File: src/rtl/core_sequencer.sv
// core_sequencer: multi-cycle FETCH/DECODE/EXEC/MEM/WB control FSM.
// Owns the single shared memory port (fetch and lw/sw data take turns),
// drives the PC/IR/MDR/regfile enables and a retire pulse, and parks in a
// sticky FAULT state when memory stops answering.
module core_sequencer #(
  parameter int MEM_TIMEOUT = 16
) (
  input  logic       clk,
  input  logic       rst,
  input  logic       run,
  input  logic       mem_read,
  input  logic       mem_write,
  input  logic       reg_write,
  input  logic       branch,
  input  logic       branch_ne,
  input  logic       alu_zero,
  input  logic       mem_ready,
  output logic       mem_req,
  output logic       mem_we,
  output logic       mem_addr_sel,
  output logic       ir_we,
  output logic       mdr_we,
  output logic       rf_we,
  output logic       pc_we,
  output logic       pc_src,
  output logic       retire,
  output logic       fault,
  output logic [2:0] state_o
);

  typedef enum logic [2:0] {
    S_IDLE   = 3'd0,
    S_FETCH  = 3'd1,
    S_DECODE = 3'd2,
    S_EXEC   = 3'd3,
    S_MEM    = 3'd4,
    S_WB     = 3'd5,
    S_FAULT  = 3'd7
  } state_t;

  // The counter only has to reach MEM_TIMEOUT-1 before FAULT is taken.
  localparam int CW = (MEM_TIMEOUT > 2) ? $clog2(MEM_TIMEOUT) : 1;
  localparam logic [CW-1:0] TO_LAST = CW'(MEM_TIMEOUT - 1);

  state_t        state, state_next;
  logic [CW-1:0] to_cnt;
  logic          taken;
  logic          timed_out;
  logic          enter_access;

  assign taken        = branch & (alu_zero ^ branch_ne);
  // mem_ready in the last allowed cycle still completes the access.
  assign timed_out    = (to_cnt == TO_LAST) && !mem_ready;
  assign enter_access = (state_next != state) &&
                        (state_next == S_FETCH || state_next == S_MEM);
  assign state_o      = state;

  // State register.
  always_ff @(posedge clk or posedge rst) begin
    // NOTE: sequential state uses non-blocking assignments so every flop
    // samples pre-edge values regardless of block ordering.
    if (rst) state <= S_IDLE;
    else     state <= state_next;
  end

  // Memory wait counter: restarts on each new access, counts stalled cycles.
  always_ff @(posedge clk or posedge rst) begin
    if (rst)                        to_cnt <= '0;
    else if (enter_access)          to_cnt <= '0;
    else if (mem_req && !mem_ready) to_cnt <= to_cnt + 1'b1;
  end

  // Next-state and output decode.
  always_comb begin
    // NOTE: every output gets a default first, so no path through the case
    // leaves a signal unassigned and no latch is inferred.
    state_next   = state;
    mem_req      = 1'b0;
    mem_we       = 1'b0;
    mem_addr_sel = 1'b0;
    ir_we        = 1'b0;
    mdr_we       = 1'b0;
    rf_we        = 1'b0;
    pc_we        = 1'b0;
    pc_src       = 1'b0;
    retire       = 1'b0;
    fault        = 1'b0;

    unique case (state)
      S_IDLE: begin
        if (run) state_next = S_FETCH;
      end
      S_FETCH: begin
        mem_req = 1'b1;
        if (mem_ready) begin
          ir_we      = 1'b1;
          state_next = S_DECODE;
        end else if (timed_out) begin
          state_next = S_FAULT;
        end
      end
      S_DECODE: begin
        state_next = S_EXEC;
      end
      S_EXEC: begin
        if (branch) begin
          pc_we      = 1'b1;
          pc_src     = taken;
          retire     = 1'b1;
          state_next = S_IDLE;
        end else if (mem_read || mem_write) begin
          state_next = S_MEM;
        end else if (reg_write) begin
          state_next = S_WB;
        end else begin
          // nop / unsupported: just step the PC
          pc_we      = 1'b1;
          retire     = 1'b1;
          state_next = S_IDLE;
        end
      end
      S_MEM: begin
        mem_req      = 1'b1;
        mem_addr_sel = 1'b1;
        // a simultaneous read+write decodes as a load
        mem_we       = mem_write & ~mem_read;
        if (mem_ready) begin
          if (mem_read) begin
            mdr_we     = 1'b1;
            state_next = S_WB;
          end else begin
            pc_we      = 1'b1;
            retire     = 1'b1;
            state_next = S_IDLE;
          end
        end else if (timed_out) begin
          state_next = S_FAULT;
        end
      end
      S_WB: begin
        rf_we      = 1'b1;
        pc_we      = 1'b1;
        retire     = 1'b1;
        state_next = S_IDLE;
      end
      S_FAULT: begin
        fault = 1'b1;
      end
      default: begin
        state_next = S_FAULT;
      end
    endcase
  end

endmodule

File: config.mk
export PLATFORM = sky130hd
export DESIGN_NAME = core_sequencer
export DESIGN_NICKNAME = d
export VERILOG_FILES = /design/src/rtl/core_sequencer.sv
export SDC_FILE = /design/constraint.sdc
export NUM_CORES = 1
export LEC_CHECK = 0
export BUFFER_PORTS_ARGS = -buffer_cell sky130_fd_sc_hd__buf_4
export CAP_MARGIN = 20
export CORE_MARGIN = 1
export CORE_UTILIZATION = 30
export DETAILED_ROUTE_END_ITERATION = 16
export GPL_TIMING_DRIVEN = 0
export PLACE_DENSITY_LB_ADDON = 0.2
export REMOVE_ABC_BUFFERS = 1
export SLEW_MARGIN = 10
export SYNTH_ARGS = -nofsm -noshare
export SYNTH_HDL_FRONTEND = slang
export SYNTH_SLANG_ARGS = --single-unit
File: constraint.sdc
create_clock -name clk -period 1.9 [get_ports clk]
set_input_delay 0.38 -clock clk [delete_from_list [all_inputs] [get_ports clk]]
set_output_delay 0.38 -clock clk [all_outputs]
set_load 0.01 [all_outputs]
## Yosys cells after proc, flatten, opt, wreduce, memory -nomap -nowiden

Cells that the tools add are included.

| operators by class | value |
|---|---|
| eq/ne operators | 10 |
| add/subtract/negate cells | 1 |
| reduce and logical (&&, ||, !) cells | 9 |
| multiplexer cells | 29 |
| bitwise logic cells | 4 |

Operator list:

| operator | number |
|---|---|
| 3-bit 2-to-1 mux | 8 |
| 3-bit one-hot mux with 7 select lines | 1 |
| 1-bit 2-to-1 mux | 17 |
| 3-bit == test (second input constant) | 4 |
| 4-bit 2-to-1 mux | 2 |
| 3-bit by 1-bit == test with 1-bit output (second input constant) | 2 |
| 3-bit by 2-bit == test with 1-bit output (second input constant) | 2 |
| 4-bit by 1-bit adder with 4-bit output (second input constant) | 1 |
| 4-bit == test (second input constant) | 1 |
| 1-bit logical AND | 3 |
| 3-bit logical NOT | 1 |
| 3-bit != test | 1 |
| 1-bit one-hot mux with 3 select lines | 1 |
| 1-bit AND | 2 |
| 1-bit logical OR | 2 |
| 2-bit nonzero test | 1 |
| 2-bit OR reduction | 1 |
| 1-bit logical NOT | 1 |
| 1-bit inverter | 1 |
| 1-bit XOR | 1 |

| storage, ports and cells | value |
|---|---|
| word-level logic and storage cells | 55 |
| bits in registers | 7 |
| bits of input ports | 10 |
| output and inout port bits | 13 |

## Depth between registers and ports, before layout

Gate-level depths: netlist of the first run.

| logic depth | value |
|---|---|
| depth after elaboration | 9 |
| gate-level depth with buffers | 6 |
| depth with buffers taken out | 6 |

## Least setup slack after synthesis of the first run

Ideal clock, no wire load.

| path | value |
|---|---|
| path kind | register -> output |
| start point | register state[1] (netlist: state_o[1]) |
| end point | output port retire |
| cell stages (with the launch flop) | 4 |
| buffers on the path | 2 |
| slack | 0.174 ns |
| data required time | 1.520 ns |
| data arrival time | 1.346 ns |
| path through | dfrtp_1 -> clkbuf_1 -> o32ai_1 -> buf_4 |

| between the ends | value |
|---|---|
| longest elaborated chain between the ends | 2 |
| elaborated cells between the ends (all ways) | 4 |
| those cells by class | eq/ne (3); mux (1) |

Ends and longest elaborated chain:

| item | line | text |
|---|---|---|
| from (decl) | 45 | `state_t state, state_next;` |
| from (signal assigned) | 63 | `else state <= state_next;` |
| 3-bit == test / 3-bit by 2-bit == test with 1-bit output (equally long branches) | n/a |  |
| 1-bit one-hot mux with 3 select lines (*) | n/a |  |
| to (decl) | 26 | `output logic retire,` |

Mark *: on every way between the ends. The rest lies on a longest branch, timed or not.

## Worst setup path in the final report of the first run

| path | value |
|---|---|
| start point | register state[2] (netlist: state_o[2]) |
| end point | output port pc_we |

| between the ends | value |
|---|---|
| longest elaborated chain between the ends | 2 |
| elaborated cells between the ends (all ways) | 4 |
| those cells by class | eq/ne (3); mux (1) |

Ends and longest elaborated chain:

| item | line | text |
|---|---|---|
| 3-bit == test / 3-bit by 2-bit == test with 1-bit output (equally long branches) | 89 | `unique case (state)` |
| 1-bit one-hot mux with 3 select lines (*) | 89 |  |
| to (decl) | 24 | `output logic pc_we,` |

Marked as above.

==> results_dict.tcl, run 1 <==
set metrics [dict create \
    synth_ff_type "sky130_fd_sc_hd__dfrtp_1" \
    final_layout_size_suffix_gt1_frac 0.400 \
    max_cap_check_violation_count 0 \
    numCtsBuffers 3 \
    antenna_found_initial 0 \
    port-buffer-count 22 \
    most_common_cell_after_layout_fill_and_taps_aside "sky130_fd_sc_hd__buf_4" \
    clock_transition_at_the_registers_of_the_reported_paths_ns 0.05 \
    insertion_delay_ns 0.24 \
    grt_start_max_net_pins 18 \
    remaining_drc_errors 0 \
    ys_seq_area_frac 0.314 \
    reg2reg_slack_ns 0.19 \
    drt_iter0_markers 9 \
    initial_utilization 0.323 \
    detail_route.wirelength_um 1340 \
    final_cell_mix "sky130_fd_sc_hd__buf_4, sky130_fd_sc_hd__nor2_1, sky130_fd_sc_hd__nor3_1, sky130_fd_sc_hd__nand3_1, sky130_fd_sc_hd__dfrtp_1" \
    max_freq_mhz 560 \
    worstReg2RegEnd "to_cnt[1]$_DFFE_PP0P_" \
    yosys.area.top_type "sky130_fd_sc_hd__dfrtp_1" \
    grt_first_pass_wirelength_um 2000 \
    dieHeight_um 45.1 \
    vias_in_the_first_global_route 472 \
    num-nets-final 102 \
    fp-row-count 15 \
    crit-reg2reg-launch "to_cnt[0]$_DFFE_PP0P_" \
    tritoncts_clock_tree "done" \
    timing.setup.tns_ns 0 \
    die-area_mm2 0.00204 \
    postSynth.asyncResetShare 1.00 \
    place.gp.congestion 0.746 \
    cp-start-kind "register" \
    clk_path_buf_depth 2 \
    antennaDiodeCount 0 \
    criticalPathCategory "register to output pin" \
    vdd_ir_drop_max_uv 585 \
    post_layout_nonfiller_instances 115 \
    synth.distinct_cells 31 \
    syn_area_per_cell_um2 8.21 \
    worst_ep_required_time_ns 1.52 \
    timing.critical_path.fanout_max 11 \
    synth_top_area_frac 0.314 \
    cts.root.buffer_cell "sky130_fd_sc_hd__clkbuf_4" \
    core_mm2 0.00173 \
    postSynthRegisterBits 7 \
    worst-endpoint-arrival_ns 1.40 \
    outcome "completed" \
    layout_min_cycle_time_ns 1.78 \
    syn-instance-count 68 \
    grt_overflow 0 \
    die_width_um 45.1 \
    ys.warnings.count 0 \
    finalCritPeriodShare 0.939 \
    cts.sink_count 7 \
    worst_slew_pin_slew_ns 0.428 \
    cts.repair_timing.setup_buffer_count 0 \
    final.hold.worst_slack_ns 0.0627 \
    slew-limit-headroom 0.714 \
    cts_max_level 1 \
    hold_viol_final 0 \
    top_level_ports 23 \
    hpwlAfterDp_um 985 \
    power.static_leakage_nw 0.365 \
    via_count_of_the_routed_design 554 \
    fin_clk_skew_ns 0.00126 \
    numPlacedInstances 111 \
    globalRouteTotalUtil 0.140 \
    drt_first_pass_iters 4 \
    hold_path.class "input port to asynchronous set/reset pin" \
    synthesis.area_um2 558 \
    synth_to_final_area_change_pct 41.5 \
    crit_path_start "state_o[2]$_DFF_PP0_" \
    total_setup_violations_reported_at_the_end_of_the_flow 0 \
    timing.reg2reg.worst_path_depth 6 \
    worst_setup_path_end_kind "output pin" \
    wl_per_cell_um 11.6 \
    ys_top_cells_by_area "sky130_fd_sc_hd__dfrtp_1, sky130_fd_sc_hd__xor2_1, sky130_fd_sc_hd__nor3_1" \
    edff_count_synth 0 \
    via_per_instance_ratio 4.82 \
    worst_setup_path_endpoint "pc_we" \
    p_per_area_mw_per_mm2 1380 \
    antenna_violating_nets_post_route 0 \
    finalMaxSlewViolations 0 \
]
## cell families (layout without fill, tap and decap cells)
| group | count (synthesis) | after routing | synth area share |
|---|---|---|---|
| muxes | 1 | 1 | 0.0179 |
| buffers and inverters | 6 | 28 | 0.0560 |
| AOI/OAI and AO/OA | 13 | 13 | 0.157 |
| and+or+nand+nor | 35 | 35 | 0.354 |
| adders and majority gates | 1 | 1 | 0.0224 |
| xor gates and xnor gates | 5 | 5 | 0.0785 |
| DFF | 7 | 7 | 0.314 |
## synthesized netlist by cell type, drive strengths merged (2+ instances only)
cell type and number:
dfrtp 7, nor2 7, nor3 6, nand3 5, nand2 4, xor2 4
and3 3, and3b 3, buf 3, o21ai 3, a21oi 2, a31oi 2
inv 2, nor2b 2, o21a 2
## through the flow
step | util | worst slack, ns | power (mW) | area (um2)
finish | 0.457 | 0.116 | 1.09 | 790
global route | 0.457 | -0.00164 | 1.19 | 790
floorplan | - | 0.234 | 0.658 | 534
CTS | 0.440 | 0.00498 | 1.04 | 759
global placement | 0.423 | 0.142 | 0.896 | 731
detailed placement | 0.423 | 0.126 | 0.901 | 731
## worst min-delay path by stage
stage	start	end	slack [ns]	cells after the start
5_1_grt	rst	to_cnt[1]$_DFFE_PP0P_	0.06	2
3_5_place_dp	rst	state_o[1]$_DFF_PP0_	0.33	2
3_3_place_gp	rst	state_o[1]$_DFF_PP0_	0.33	2
4_1_cts	rst	state_o[0]$_DFF_PP0_	0.06	2
6_report	rst	to_cnt[3]$_DFFE_PP0P_	0.06	2
2_1_floorplan	rst	state_o[0]$_DFF_PP0_	0.18	1
## per-layer routing
layer,GRT usage,vias to the layer above,routed length [um]
li1,-,289,-
met1,0.166,247,640
met2,0.220,18,633
met3,0.0720,0,63
met4,0.0364,0,0
met5,0,-,0
## worst max-delay path: stages, from the launching register on
cell	delay, ns
sky130_fd_sc_hd__dfrtp_2	0.48
sky130_fd_sc_hd__inv_2	0.13
sky130_fd_sc_hd__nand3_1	0.18
sky130_fd_sc_hd__o32ai_2	0.19
sky130_fd_sc_hd__buf_4	0.17
## layout make-up
type	instances	area (um2)
multi-input combinational	55	380
inverter	2	7.51
timing repair buffer	22	165
tap	25	31.3
clock buffer	4	26.3
sequential	7	179
fill	185	937
## sequential cells by signal, indices dropped and copies added (netlist names)
name	cells
state_o	3
to_cnt	4
## power by group
part	leakage (nW)	total (mW)	internal, mW	switching (mW)
Clock	0.0150	0.128	0.0797	0.0486
Sequential	0.0870	0.352	0.206	0.146
Combinational	0.263	0.607	0.298	0.309
Total	0.365	1.09	0.583	0.504
## repair_timing
action	CTS	global route
pin swaps	0	0
endpoints found under the setup margin	4	10
hold buffers	0	0
resized for setup	2	6
Note: power is estimated with default switching activity, not from simulation.
==> run 2: changes to the inputs <==
Settings changed: CTS_CLUSTER_SIZE set to 30, RECOVER_POWER set to 50.
==> run 2 against run 1 <==
Sequential share of layout area rose by 0.11 points. Count of clock-buffer cells in the layout did not move. Sequential power barely moved. Cell area fell by 0.48%. Setup slack got worse by 0.0051 ns. Register-to-register slack barely moved. Final cell count did not move. Critical path type unchanged.
==> results_dict.tcl, run 2 (same netlist as run 1, synthesis figures left out) <==
set metrics [dict create \
    timing.setup.tns_ns 0 \
    cts.root.buffer_cell "sky130_fd_sc_hd__clkbuf_4" \
    pre_cts_slack_ns 0.126 \
    cts.sink_count 7 \
    tritoncts_clock_tree "done" \
    cts.repair_timing.setup_buffer_count 0 \
    worst_setup_path_end_kind "output pin" \
    sw_frac_of_total 0.465 \
    finalMaxSlewViolations 0 \
    final.hold.worst_slack_ns 0.0639 \
    clock_transition_at_the_registers_of_the_reported_paths_ns 0.05 \
    largest-register "to_cnt" \
    fp-row-count 15 \
    insertion_delay_ns 0.24 \
    worst_ep_required_time_ns 1.52 \
    final_cell_mix "sky130_fd_sc_hd__buf_4, sky130_fd_sc_hd__nor2_1, sky130_fd_sc_hd__nor3_1, sky130_fd_sc_hd__nand3_1" \
    multi_input_area_um2 380 \
    num-nets-final 102 \
    synth_to_final_area_change_pct 40.8 \
    p_per_area_mw_per_mm2 1380 \
    hold_viol_final 0 \
    remaining_drc_errors 0 \
    area.sequential_um2 179 \
    ctsHoldBuffers 0 \
    total_setup_violations_reported_at_the_end_of_the_flow 0 \
    cp-start-kind "register" \
    pnr_total_power_mw 1.09 \
    clk_path_buf_depth 2 \
    vias_in_the_first_global_route 472 \
    cts_max_level 1 \
    slew-limit-headroom 0.714 \
    port-buffer-count 22 \
    power.static_leakage_nw 0.361 \
    fin_clk_skew_ns 0.00128 \
    filler_cell_count 186 \
    antennaDiodeCount 0 \
    most_common_cell_after_layout_fill_and_taps_aside "sky130_fd_sc_hd__buf_4" \
    die-area_mm2 0.00204 \
    criticalPathCategory "register to output pin" \
    post-route-worst-setup-slack_ns 0.110 \
    grt_start_max_net_pins 18 \
    grt_first_pass_wirelength_um 2000 \
    p_seq_frac 0.324 \
    grt_overflow 0 \
    pwr-share-comb 0.558 \
    power.share.clock 0.118 \
    layout_min_cycle_time_ns 1.79 \
    largest_register_ffs 4 \
    drt_iter0_markers 9 \
    timing.critical_path.fanout_max 11 \
    numCtsBuffers 3 \
    initial_utilization 0.323 \
    max_freq_mhz 559 \
    outcome "completed" \
    vdd_ir_drop_max_uv 582 \
    max_cap_check_violation_count 0 \
    wl_per_cell_um 11.7 \
    internal_power_mw 0.582 \
    worst_slew_pin_slew_ns 0.428 \
    worst-endpoint-arrival_ns 1.41 \
    dieHeight_um 45.1 \
    via_count_of_the_routed_design 562 \
    antenna_violating_nets_post_route 0 \
    hpwlAfterDp_um 985 \
    total_switching_power_mw 0.505 \
    core_mm2 0.00173 \
    detail_route.wirelength_um 1340 \
    finalCritPeriodShare 0.942 \
    die_width_um 45.1 \
    top_level_ports 23 \
    hold_path.class "input port to asynchronous set/reset pin" \
    via_per_instance_ratio 4.89 \
    drt_first_pass_iters 4 \
    place.gp.congestion 0.746 \
    globalRouteTotalUtil 0.140 \
    antenna_found_initial 0 \
    final_layout_size_suffix_gt1_frac 0.389 \
]
==> run 2: worst paths after layout <==
kind / end / depth (start not counted) / slack (ns) / from
worst max-delay path: pc_we / 4 / 0.11 / state_o[2]$_DFF_PP0_
worst min-delay path: to_cnt[3]$_DFFE_PP0P_ / 2 / 0.06 / rst
worst max register to register: to_cnt[1]$_DFFE_PP0P_ / 6 / 0.19 / to_cnt[0]$_DFFE_PP0P_
worst min register to register: to_cnt[3]$_DFFE_PP0P_ / 2 / 0.61 / to_cnt[3]$_DFFE_PP0P_
max in group asynchronous: state_o[1]$_DFF_PP0_ / 2 / 1.61 / rst
min in group clk: state_o[2]$_DFF_PP0_ / 2 / 0.38 / mem_ready
==> run 2: area by class of cell <==
class                      count  area share
sequential                     7       0.228
timing repair buffer          22       0.205
tap                           25      0.0398
multi-input combinational     55       0.484
inverter                       2     0.00955
clock buffer                   4      0.0334
==> run 2: repair_timing <==
item | in CTS | in global routing
endpoints found under the hold margin | 0 | 0
setup endpoints to repair | 4 | 10
gates resized for setup | 2 | 6
==> run 2: power by group through the flow <==
| stage | registers [mW] | logic [mW] | clock network, mW |
|---|---|---|---|
| after floorplan | 0.314 | 0.343 | 0 |
| after global placement | 0.329 | 0.567 | 0 |
| after detailed placement | 0.332 | 0.569 | 0 |
| after CTS | 0.334 | 0.571 | 0.135 |
| after global routing | 0.362 | 0.673 | 0.151 |
| final | 0.352 | 0.606 | 0.128 |
==> run 2: per-layer routing <==
layer,up-vias,GRT usage,share of wire
li1,289,-,-
met1,255,0.166,0.48
met2,18,0.220,0.47
met3,0,0.0720,0.046
met4,0,0.0364,0
met5,-,0,0
==> run 2: through the flow <==
step / cell area, um2 / utilization / instances
after global placement: 731 / 0.423 / 111
after floorplan: 534 / - / 64
after CTS: 759 / 0.440 / 115
after global routing: 786 / 0.455 / 115
final: 786 / 0.455 / 115
after detailed placement: 731 / 0.423 / 111
==> run 2: worst max-delay path: stages, from the launching register on <==
cell                      delay [ns]
sky130_fd_sc_hd__dfrtp_2        0.49
sky130_fd_sc_hd__inv_2          0.13
sky130_fd_sc_hd__nand3_1        0.18
sky130_fd_sc_hd__o32ai_2        0.19
sky130_fd_sc_hd__buf_4          0.17
